File: config.mk
export PLATFORM = sky130hd
export DESIGN_NAME = huffman_encoder_fsm
export DESIGN_NICKNAME = d
export VERILOG_FILES = /design/src/rtl/huffman_encoder_fsm.sv
export SDC_FILE = /design/constraint.sdc
export NUM_CORES = 1
export LEC_CHECK = 0
export CORE_MARGIN = 10
export CORE_UTILIZATION = 55
export DETAILED_ROUTE_END_ITERATION = 7
export GPL_TIMING_DRIVEN = 0
export PLACE_DENSITY = 0.74
export SLEW_MARGIN = 0
export SYNTH_ARGS = -nofsm -noshare
export SYNTH_HDL_FRONTEND = slang
export SYNTH_SLANG_ARGS = --single-unit
File: constraint.sdc
create_clock -name clk -period 6.06 [get_ports clk]
set_input_delay 1.212 -clock clk [delete_from_list [all_inputs] [get_ports clk]]
set_output_delay 1.212 -clock clk [all_outputs]
set_load 0.02 [all_outputs]
File: src/rtl/huffman_encoder_fsm.sv
// Huffman encoder for signed 4-bit symbols: packs variable-length codes into a
// bit accumulator and streams them out oldest-first as chunks of up to 4 bits.
module huffman_encoder_fsm #(
  parameter int MAX_CODE = 9,
  parameter int ACC_W    = 12
) (
  input  logic              clk,
  input  logic              reset,
  input  logic              in_valid,
  input  logic signed [3:0] in_symbol,
  output logic              in_ready,
  input  logic              flush,
  output logic              out_valid,
  output logic [3:0]        out_data,
  output logic [2:0]        out_len,
  input  logic              out_ready,
  output logic [3:0]        bit_count,
  output logic              flush_done
);

  typedef enum logic [1:0] {IDLE, RUN, FLUSH} state_t;

  state_t state, state_n;

  logic [ACC_W-1:0]    acc, acc_n, keep_mask;
  logic [ACC_W:0]      keep_lim;
  logic [3:0]          bit_count_n, load_n, remain, add_n, code_len;
  logic [MAX_CODE-1:0] code;
  logic                out_valid_n, flush_done_n;
  logic [3:0]          out_data_n;
  logic [2:0]          out_len_n;
  logic                flush_pending, accept, can_load, load_full, load_part;

  always_comb begin
    code     = '0;
    code_len = 4'd0;
    case (in_symbol)
      4'b0000: begin code = MAX_CODE'(9'b000000000); code_len = 4'd1; end
      4'b0001: begin code = MAX_CODE'(9'b000000100); code_len = 4'd3; end
      4'b0010: begin code = MAX_CODE'(9'b000001100); code_len = 4'd4; end
      4'b0011: begin code = MAX_CODE'(9'b000011110); code_len = 4'd5; end
      4'b0100: begin code = MAX_CODE'(9'b000111111); code_len = 4'd6; end
      4'b0101: begin code = MAX_CODE'(9'b001111101); code_len = 4'd7; end
      4'b0110: begin code = MAX_CODE'(9'b001011001); code_len = 4'd7; end
      4'b0111: begin code = MAX_CODE'(9'b111110011); code_len = 4'd9; end
      4'b1111: begin code = MAX_CODE'(9'b000001110); code_len = 4'd4; end
      4'b1110: begin code = MAX_CODE'(9'b000001101); code_len = 4'd4; end
      4'b1101: begin code = MAX_CODE'(9'b000001010); code_len = 4'd4; end
      4'b1100: begin code = MAX_CODE'(9'b000010111); code_len = 4'd5; end
      4'b1011: begin code = MAX_CODE'(9'b000101101); code_len = 4'd6; end
      4'b1010: begin code = MAX_CODE'(9'b001011000); code_len = 4'd7; end
      4'b1001: begin code = MAX_CODE'(9'b011111000); code_len = 4'd8; end
      4'b1000: begin code = MAX_CODE'(9'b111110010); code_len = 4'd9; end
    endcase
  end

  // The oldest buffered bit sits at acc[bit_count-1]; bits above are always zero.
  always_comb begin
    flush_pending = (state == FLUSH);
    in_ready      = (bit_count <= 4'(ACC_W - MAX_CODE)) && !flush_pending;
    accept        = in_valid && in_ready;
    can_load      = !out_valid || out_ready;
    load_full     = can_load && (bit_count >= 4'd4);
    load_part     = can_load && flush_pending && (bit_count != 4'd0) && (bit_count < 4'd4);
    load_n        = load_full ? 4'd4 : (load_part ? bit_count : 4'd0);
    remain        = bit_count - load_n;
    add_n         = accept ? code_len : 4'd0;
    bit_count_n   = remain + add_n;
    keep_lim      = (ACC_W+1)'(1) << remain;
    keep_mask     = ACC_W'(keep_lim - (ACC_W+1)'(1));
    acc_n         = ((acc & keep_mask) << add_n) | (accept ? ACC_W'(code) : '0);

    out_valid_n = out_valid;
    out_data_n  = out_data;
    out_len_n   = out_len;
    if (load_full) begin
      out_valid_n = 1'b1;
      out_data_n  = 4'(acc >> (bit_count - 4'd4));
      out_len_n   = 3'd4;
    end else if (load_part) begin
      out_valid_n = 1'b1;
      out_data_n  = 4'(acc);
      out_len_n   = 3'(bit_count);
    end else if (out_valid && out_ready) begin
      out_valid_n = 1'b0;
    end
  end

  // A flush with nothing buffered or pending completes immediately from IDLE.
  always_comb begin
    state_n      = state;
    flush_done_n = 1'b0;
    case (state)
      FLUSH: begin
        if (bit_count == 4'd0 && can_load) begin
          state_n      = IDLE;
          flush_done_n = 1'b1;
        end
      end
      default: begin
        if (flush) begin
          if (bit_count == 4'd0 && !out_valid && !accept) begin
            state_n      = IDLE;
            flush_done_n = 1'b1;
          end else begin
            state_n = FLUSH;
          end
        end else begin
          state_n = (bit_count_n == 4'd0) ? IDLE : RUN;
        end
      end
    endcase
  end

  always_ff @(posedge clk) begin
    if (!reset) begin
      state      <= IDLE;
      acc        <= '0;
      bit_count  <= 4'd0;
      out_valid  <= 1'b0;
      out_data   <= 4'd0;
      out_len    <= 3'd0;
      flush_done <= 1'b0;
    end else begin
      state      <= state_n;
      acc        <= acc_n;
      bit_count  <= bit_count_n;
      out_valid  <= out_valid_n;
      out_data   <= out_data_n;
      out_len    <= out_len_n;
      flush_done <= flush_done_n;
    end
  end

endmodule

# Yosys cells after proc, flatten, opt, wreduce, memory -nomap -nowiden
# Memory sizes are Yosys's and may differ from the RTL's.
# Cells that the tools add are included.
[totals]
ff_bits = 27
elab_cells = 64
in_bits = 9
n_memories = 1
romBits = 208
out_inout_bits = 14
[classes]
eq_ne = 2
addsub = 4
n_reduce_logical = 20
n_mux = 20
n_lt_le_gt_ge = 3
bitwise_logic = 3
shifts = 3
[memory_table]
columns = ["name", "words", "width", "rd", "rd_ports_with_merged_regs", "write_ports", "line", "source"]
rows = [
  ["(no name shown)", 16, 13, 1, 0, 0, "37", "case (in_symbol)"],
]
[ops]
columns = ["operator", "count"]
rows = [
  ["$mux 4", 5],
  ["$and 12x12->12", 1],
  ["$or 12x9->12", 1],
  ["$shl 1x4->12 const A", 1],
  ["$shl 12x4->12", 1],
  ["$shr 12x4->4", 1],
  ["$sub 12x1->12 const B", 1],
  ["$logic_and 1x1->1", 10],
  ["$mux 9", 1],
  ["$logic_not 4->1", 2],
  ["$mux 1", 8],
  ["$mux 2", 4],
  ["$mux 3", 2],
  ["$add 4x4->4", 1],
  ["$ge 4x3->1 const B", 1],
  ["$le 4x2->1 const B", 1],
  ["$lt 4x3->1 const B", 1],
  ["$reduce_bool 4->1", 1],
  ["$sub 4x3->4 const B", 1],
  ["$sub 4x4->4", 1],
  ["$logic_not 1->1", 3],
  ["$reduce_bool 3->1", 1],
  ["$eq 2x2->1 const B", 1],
  ["$ne 2x1->1 const B", 1],
  ["other kinds (4)", 4],
]

# Logic depth before layout (Yosys ltp)
# Gate-level depths: netlist of the first run.
[logic_depth]
word_depth = 13
ltp_mapped = 20
mapped_depth_nobuf = 19

# Least setup slack after synthesis of the first run
# Ideal clock, no wire load.
[synth_timing]
kind = "in2reg"
from = "in out_ready"
to = "reg acc[6]"
required_time_ns = 5.932
cell_stages = 16
n_path_buf = 1
setup_ns = 0.128
arrival_time_ns = 4.835
setup_slack_ns = 1.097
cell_sequence = "and2b_1 > nor3_1 > a21oi_1 > ha_1 > a21oi_1 > nand2_1 > xor2_1 > nand2_1 > ha_1 > clkbuf_1 > o211ai_1 > o311ai_0 > a221oi_1 > a21oi_1 > a221oi_1 > nor2_1"
[synth_between]
elab_chain_len = 12
word_cells_on_any_way = 13
cone_classes = "2 x add/sub; 2 x shift; 2 x mux; 2 x bitwise; 5 x reduce/logical"
[synth_lines]
columns = ["item", "line", "source"]
rows = [
  ["from (decl)", "16", "input logic out_ready,"],
  ["$logic_or 1x1->1 (*)", "62", "can_load = !out_valid || out_ready;"],
  ["$logic_and 1x1->1 (3 in a row)", "64", "load_part = can_load && flush_pending && (bit_count != 4'd0) && (bit_count < 4'd4);"],
  ["$mux 4", "65", "load_n = load_full ? 4'd4 : (load_part ? bit_count : 4'd0);"],
  ["$mux 4 (*)", "65", ""],
  ["$sub 4x4->4 (*)", "66", "remain = bit_count - load_n;"],
  ["$shl 1x4->12 (*)", "69", "keep_lim = (ACC_W+1)'(1) << remain;"],
  ["$sub 12x1->12 (*)", "70", "keep_mask = ACC_W'(keep_lim - (ACC_W+1)'(1));"],
  ["$and 12x12->12 (*)", "71", "acc_n = ((acc & keep_mask) << add_n) | (accept ? ACC_W'(code) : '0);"],
  ["$shl 12x4->12 (*)", "71", ""],
  ["$or 12x9->12 (*)", "71", ""],
  ["to (signal assigned)", "126", "acc <= acc_n;"],
  ["to (decl)", "25", "logic [ACC_W-1:0] acc, acc_n, keep_mask;"],
]
# Every way passes the cells marked *; elsewhere a longest branch is shown, timed or not.
# A chain may end at the register's enable or synchronous reset.

# Worst setup path after layout of the first run
# Ends and elaborated chain as after synthesis.

==> flow_summary.yaml, run 1 <==
logic_synthesis:
  postSynthRegisterBits: 27
  synth_area_leader_cell: "dfxtp_1"
  ys_warn_count: 0
  synth.most_common_cell: "nor2_1"
  synthCells: 333
  seq_area_frac_synth_pct: 20.6
  syn_area_per_cell_um2: 7.89
  syn_area_um2: 2630
  synthFlopType: "dfxtp_1"
  synth_top_area_share_pct: 20.6
  synth_edf_count: 0
  synth.top_cells.by_count: "35 x nor2_1, 27 x dfxtp_1, 27 x nand2_1"
  synthTopCellsByArea: "dfxtp_1 21%, ha_1 6.2%, nor2_1 5.0%"
  synth_nets: 358
  yosysUniqueCellTypes: 69
  async_reset_ff_share_pct: 0
grt:
  grt_pass1_wl_um: 11500
  gr-usage-met1_pct: 23.5
  gr-total-overflow: 0
  grt_max_degree: 17
  grt.busiest_layer: "met2"
  track_usage_pct: 17.8
  globalRouteMet3Util_pct: 1.82
  antenna_found_initial: 0
  grt_use_met2_pct: 30.1
  grt_pass1_vias: 2490
placement:
  gp_congestion: 0.924
  dp.cells: 407
  place_area_um2: 2890
  place_hpwl_um: 5730
  port_buffers: 20
setup_path:
  crit_family: "simple AND/OR/NAND/NOR gates"
  endpoint_kind: "flop"
  crit_slowest_cell: "fa_1"
  crit_type: "input port to flop"
  worstPathArrival_ps: 5870
  worstSetupStartpointType: "input port"
  crit_chain: "clkdlybuf4s50_1 > and2b_1 > nor4_4 > and2_1 > ha_1 > fa_1 > clkbuf_1 > and3_1 > nand2_1 > ha_1 > clkbuf_1 > nor2_1 > nand3_1 > o211ai_1 > a221oi_1 > a21oi_1 > a221oi_1 > nor2_1"
  crit_buf_inv: 3
  required_ps: 6210
  cp_num_cells: 18
  cp_slowest_stage_delay_ps: 490
  reg2reg_slack_ps: 910
  path_max_fanout: 10
  worst-r2r-cell-count: 19
floorplan:
  dieWidth_um: 89.1
  num_rows: 25
  core-area_um2: 4660
  initial_utilization_pct: 56.3
  ios: 23
  die-area_um2: 7940
  die_h_um: 89.1
sta:
  whs_ps: 477
  hold_violations: 0
  fmax_mhz: 175
  worstMarginPinSlew_ps: 676
  finClkSkew_ps: 4.20
  finalSetupViolations: 0
  fin_crit_sh_pct: 94.3
  rsz0062_at_grt: "false"
  drv_slew: 0
  min_period_ps: 5710
  max_slew_margin_pct: 54.4
min_path:
  whs_path_depth: 2
  hold_path_class: "flop to flop"
drt:
  firstDrtPassIters: 5
  ant_nets: 0
  vias: 2701
  remaining_drc_errors: 0
  vias_per_cell: 6.57
  totalWireLength_um: 7330
  drt_iter0_markers: 230
  routedWlPerCell_um: 17.8
clock_tree:
  postCtsSetupRepairBufs: 0
  clkSlewWorstSetupHoldPaths_ps: 100
  cts_buffers: 3
  htree_levels: 1
  cts_tree: "built"
  ctsLongestPathBuffers: 2
  ctsRootBufferMaster: "clkbuf_8"
  clock_latency_ps: 270
  clock_sinks: 27
  ctsHoldBuffers: 0
finish:
  final_cell_count_no_fill: 411
  nNetsFinal: 383
  multiInputGateArea_um2: 1980
  drive_gt1_share_pct: 8.68
  utilization_pct: 64.2
  ff_latch_area_um2: 541
  synthToLayoutAreaGrowth_pct: 14.0
  nFillCells: 431
  design_area_um2: 2990
  diodes: 0
power:
  leakagePower_nw: 1.14
  totalPowerFinal_mw: 1.51
  powerDensity_nw_per_um2: 504
  peakVddDrop_uv: 324
flow_run:
  maxCapViolCount: 0
run_status:
  status: "complete, no violations"
==> path summary, 6_finish.rpt <==
kind           startpoint          to
min            out_len[2]  out_len[2]
min reg2reg    out_len[2]  out_len[2]
max             out_ready      acc[6]
max reg2reg  bit_count[2]      acc[6]
==> power by group <==
group	switching (mW)	internal, mW	leakage (nW)
Combinational	0.679	0.440	0.895
Clock	0.0574	0.0466	0.0217
Sequential	0.0569	0.228	0.221
Total	0.794	0.714	1.14
==> layer usage <==
metal	up-vias	routed length [µm]
li1	1285	-
met1	1269	3200
met2	129	3440
met3	18	555
met4	0	135
met5	-	0
==> flip-flops by register name (all words and copies together), names as in the netlist <==
name,cells
state,2
bit_count,4
acc,12
out_valid,1
out_len,3
out_data,4
flush_done,1
==> cell usage in the layout, fill, tap and decap left out, types with 9 or more instances in the layout <==
cell             netlist  routed
dfxtp_1               27      27
o211ai_1              12      12
clkdlybuf4s50_1        0      20
mux2i_1               12      12
nand3_1                9       9
inv_1                 11      11
ha_1                  13      13
nor2_1                35      34
o21ai_0               20      20
clkbuf_1              17      17
a21oi_1               22      22
nand2_1               27      26
==> per-stage QoR <==
step                worst slack [ps]  setup TNS, ps
floorplan                       1100              0
global placement                -373          -2120
detailed placement              -464          -3030
CTS                             18.6              0
global route                    56.5              0
finish                           347              0
==> cell families after synthesis <==
family          Yosys count  synth area share, %
flops                    27                 20.6
mux                      20                 9.86
buf+inv                  36                 6.05
fa+ha+maj                16                 8.48
compound gates          103                 28.1
xor+xnor                  8                 3.67
simple gates            123                 23.3
==> final cells by class <==
| cell class | instances | share of cell area (%) |
|---|---|---|
| buffer | 22 | 3.55 |
| clock inverter | 1 | 0.251 |
| timing repair buffer | 20 | 6.69 |
| clock buffer | 3 | 1.38 |
| sequential | 27 | 18.1 |
| multi-input combinational | 270 | 66.1 |
| inverter | 14 | 1.76 |
| tap | 54 | 2.26 |
==> worst min-delay path, cell delays in order (launching register included) <==
cell	delay, ps
dfxtp_1	320
nand2b_1	60
a21oi_1	50
==> repair_timing <==
item	4_1_cts	5_1_grt
endpoints found under the hold margin	0	0
resized for setup	1	7
cloned	0	0
endpoints found under the setup margin	7	10
pin swaps	0	0
(Power assumes the default switching activity.)
==> run 2: changes to the inputs <==
--- a/config.mk
+++ b/config.mk
@@ -8,8 +8,8 @@
 export CORE_MARGIN = 10
 export CORE_UTILIZATION = 55
 export DETAILED_ROUTE_END_ITERATION = 7
-export GPL_TIMING_DRIVEN = 0
-export PLACE_DENSITY = 0.74
+export DONT_BUFFER_PORTS = 1
+export PLACE_DENSITY = 0.67
 export SLEW_MARGIN = 0
 export SYNTH_ARGS = -nofsm -noshare
 export SYNTH_HDL_FRONTEND = slang
==> flow_summary.yaml, run 2 (synthesized netlist as in run 1, its figures left out) <==
floorplan:
  num_rows: 25
  core-area_um2: 4660
  die_h_um: 89.1
  dieWidth_um: 89.1
  die-area_um2: 7940
  ios: 23
  initial_utilization_pct: 56.3
min_path:
  hold_path_class: "flop to flop"
  whs_path_depth: 2
  min_from: "out_len[2]"
  whs_endpoint: "out_len[2]"
clock_tree:
  clock_latency_ps: 270
  clock_sinks: 27
  cts_tree: "built"
  cts_resized: 0
  clkSlewWorstSetupHoldPaths_ps: 90
  postCtsSetupRepairBufs: 0
  htree_levels: 1
  ctsHoldBuffers: 0
  cts_buffers: 3
  ctsRootBufferMaster: "clkbuf_8"
  ctsLongestPathBuffers: 2
setup_path:
  worstSetupStartpointType: "flop"
  reg2reg_slack_ps: 890
  worstPathArrival_ps: 5330
  path_max_fanout: 14
  required_ps: 6220
  reg2reg_from: "bit_count[2]"
  endpoint_kind: "flop"
  timing.rr.end: "acc[6]"
  worst-r2r-cell-count: 20
  crit_type: "flop to flop"
power:
  p_int_mw: 0.645
  totalPowerFinal_mw: 1.38
  swShare_pct: 53.2
  peakVddDrop_uv: 216
  leakagePower_nw: 1.04
  p_sw_mw: 0.734
  seq_power_share_pct: 22.9
  comb_power_share_pct: 69.6
  powerDensity_nw_per_um2: 514
  pwr-share-clk_pct: 7.5
sta:
  max_slew_margin_pct: 48.4
  drv_slew: 0
  whs_ps: 584
  fmax_mhz: 193
  min_period_ps: 5170
  setup_ws_ps: 892
  worstMarginPinSlew_ps: 764
  fin_crit_sh_pct: 85.3
  rsz0062_at_grt: "false"
  hold_violations: 0
  finClkSkew_ps: 4.53
  setup_tns_ps: 0
  finalSetupViolations: 0
finish:
  top_regs: "acc (12), bit_count (4), out_data (4)"
  final_cell_mix: "35 x nor2_1, 27 x nand2_1, 27 x dfxtp_1, 22 x a21oi_1, 20 x o21ai_0"
  regMostFlops: "acc"
  final_common_cell: "nor2_1"
  nNetsFinal: 347
  drive_gt1_share_pct: 8.72
  synthToLayoutAreaGrowth_pct: 2.10
  largest_reg_flops: 12
  diodes: 0
grt:
  gr-total-overflow: 0
  track_usage_pct: 17.3
  antenna_found_initial: 0
  grt_pass1_vias: 2254
  grt_max_degree: 19
  grt_pass1_wl_um: 11100
  gr-usage-met1_pct: 22.9
  globalRouteMet3Util_pct: 3.28
  grt.busiest_layer: "met2"
  grt_use_met2_pct: 28.9
drt:
  firstDrtPassIters: 5
  vias_per_cell: 6.71
  totalWireLength_um: 6940
  routedWlPerCell_um: 18.5
  ant_nets: 0
  remaining_drc_errors: 0
  vias: 2517
  drt_iter0_markers: 177
flow_run:
  maxCapViolCount: 0
run_status:
  status: "complete, no violations"
placement:
  dpl_worst_slack_ps: 805
  place_hpwl_um: 5370
  gp_congestion: 0.930
  port_buffers: 0
## run 2: changes by cell type in the layout (fill, tap and decap cells not counted), sizes merged
cell / delta
clkbuf: -17
clkdlybuf4s50: -20
buf: +1
## run 2: cell type report
type,count,area (µm²)
fill,446,1980
clock inverter,1,7.51
tap,54,67.6
inverter,14,52.6
timing repair buffer,6,45.0
multi-input combinational,270,1930
sequential,27,541
clock buffer,3,41.3
## run 2: routing by layer
layer,share of wire (%),up-vias,routed length [µm]
li1,-,1214,-
met1,44,1207,3050
met2,48,90,3320
met3,7.2,6,500
met4,1.1,0,75
met5,0,-,0
## run 2: power by group through the flow
stage	Clock, mW	Sequential (mW)	Combinational (mW)
2_1_floorplan	0	0.288	0.787
3_3_place_gp	0	0.317	0.938
3_5_place_dp	0	0.317	0.943
4_1_cts	0.104	0.313	0.948
5_1_grt	0.114	0.322	1.06
6_report	0.103	0.315	0.960
## run 2: per-stage QoR
step	std cells	util, %	cell area [µm²]
detailed placement	371	56.5	2630
global route	375	57.5	2680
finish	375	57.5	2680
global placement	371	56.5	2630
CTS	375	57.5	2680
floorplan	333	-	2630
## run 2: worst max path at each step
stage          slack [ps]     end  cells after the start          from
2_1_floorplan        1100  acc[6]                     16     out_ready
5_1_grt               530  acc[5]                     17  bit_count[2]
3_5_place_dp          800  acc[6]                     18     out_ready
6_report              890  acc[6]                     20  bit_count[2]
3_3_place_gp          870  acc[6]                     18     out_ready
4_1_cts              1000  acc[6]                     20  bit_count[2]
## run 2: critical path, cell delays in order, from the launching register on
cell and delay, ps:
dfxtp_1 720, inv_1 180, ha_1 310, nand2_1 90, nor3_1 50, buf_4 150, a21oi_1 260, ha_1 340
a21oi_1 280, nand2_1 220, xor2_1 310, nand2_1 170, ha_1 380, nand2_1 180, and3b_1 180, mux2i_1 150
o211ai_1 250, a221oi_1 360, a21oi_1 120, a221oi_1 270, nor2_1 60
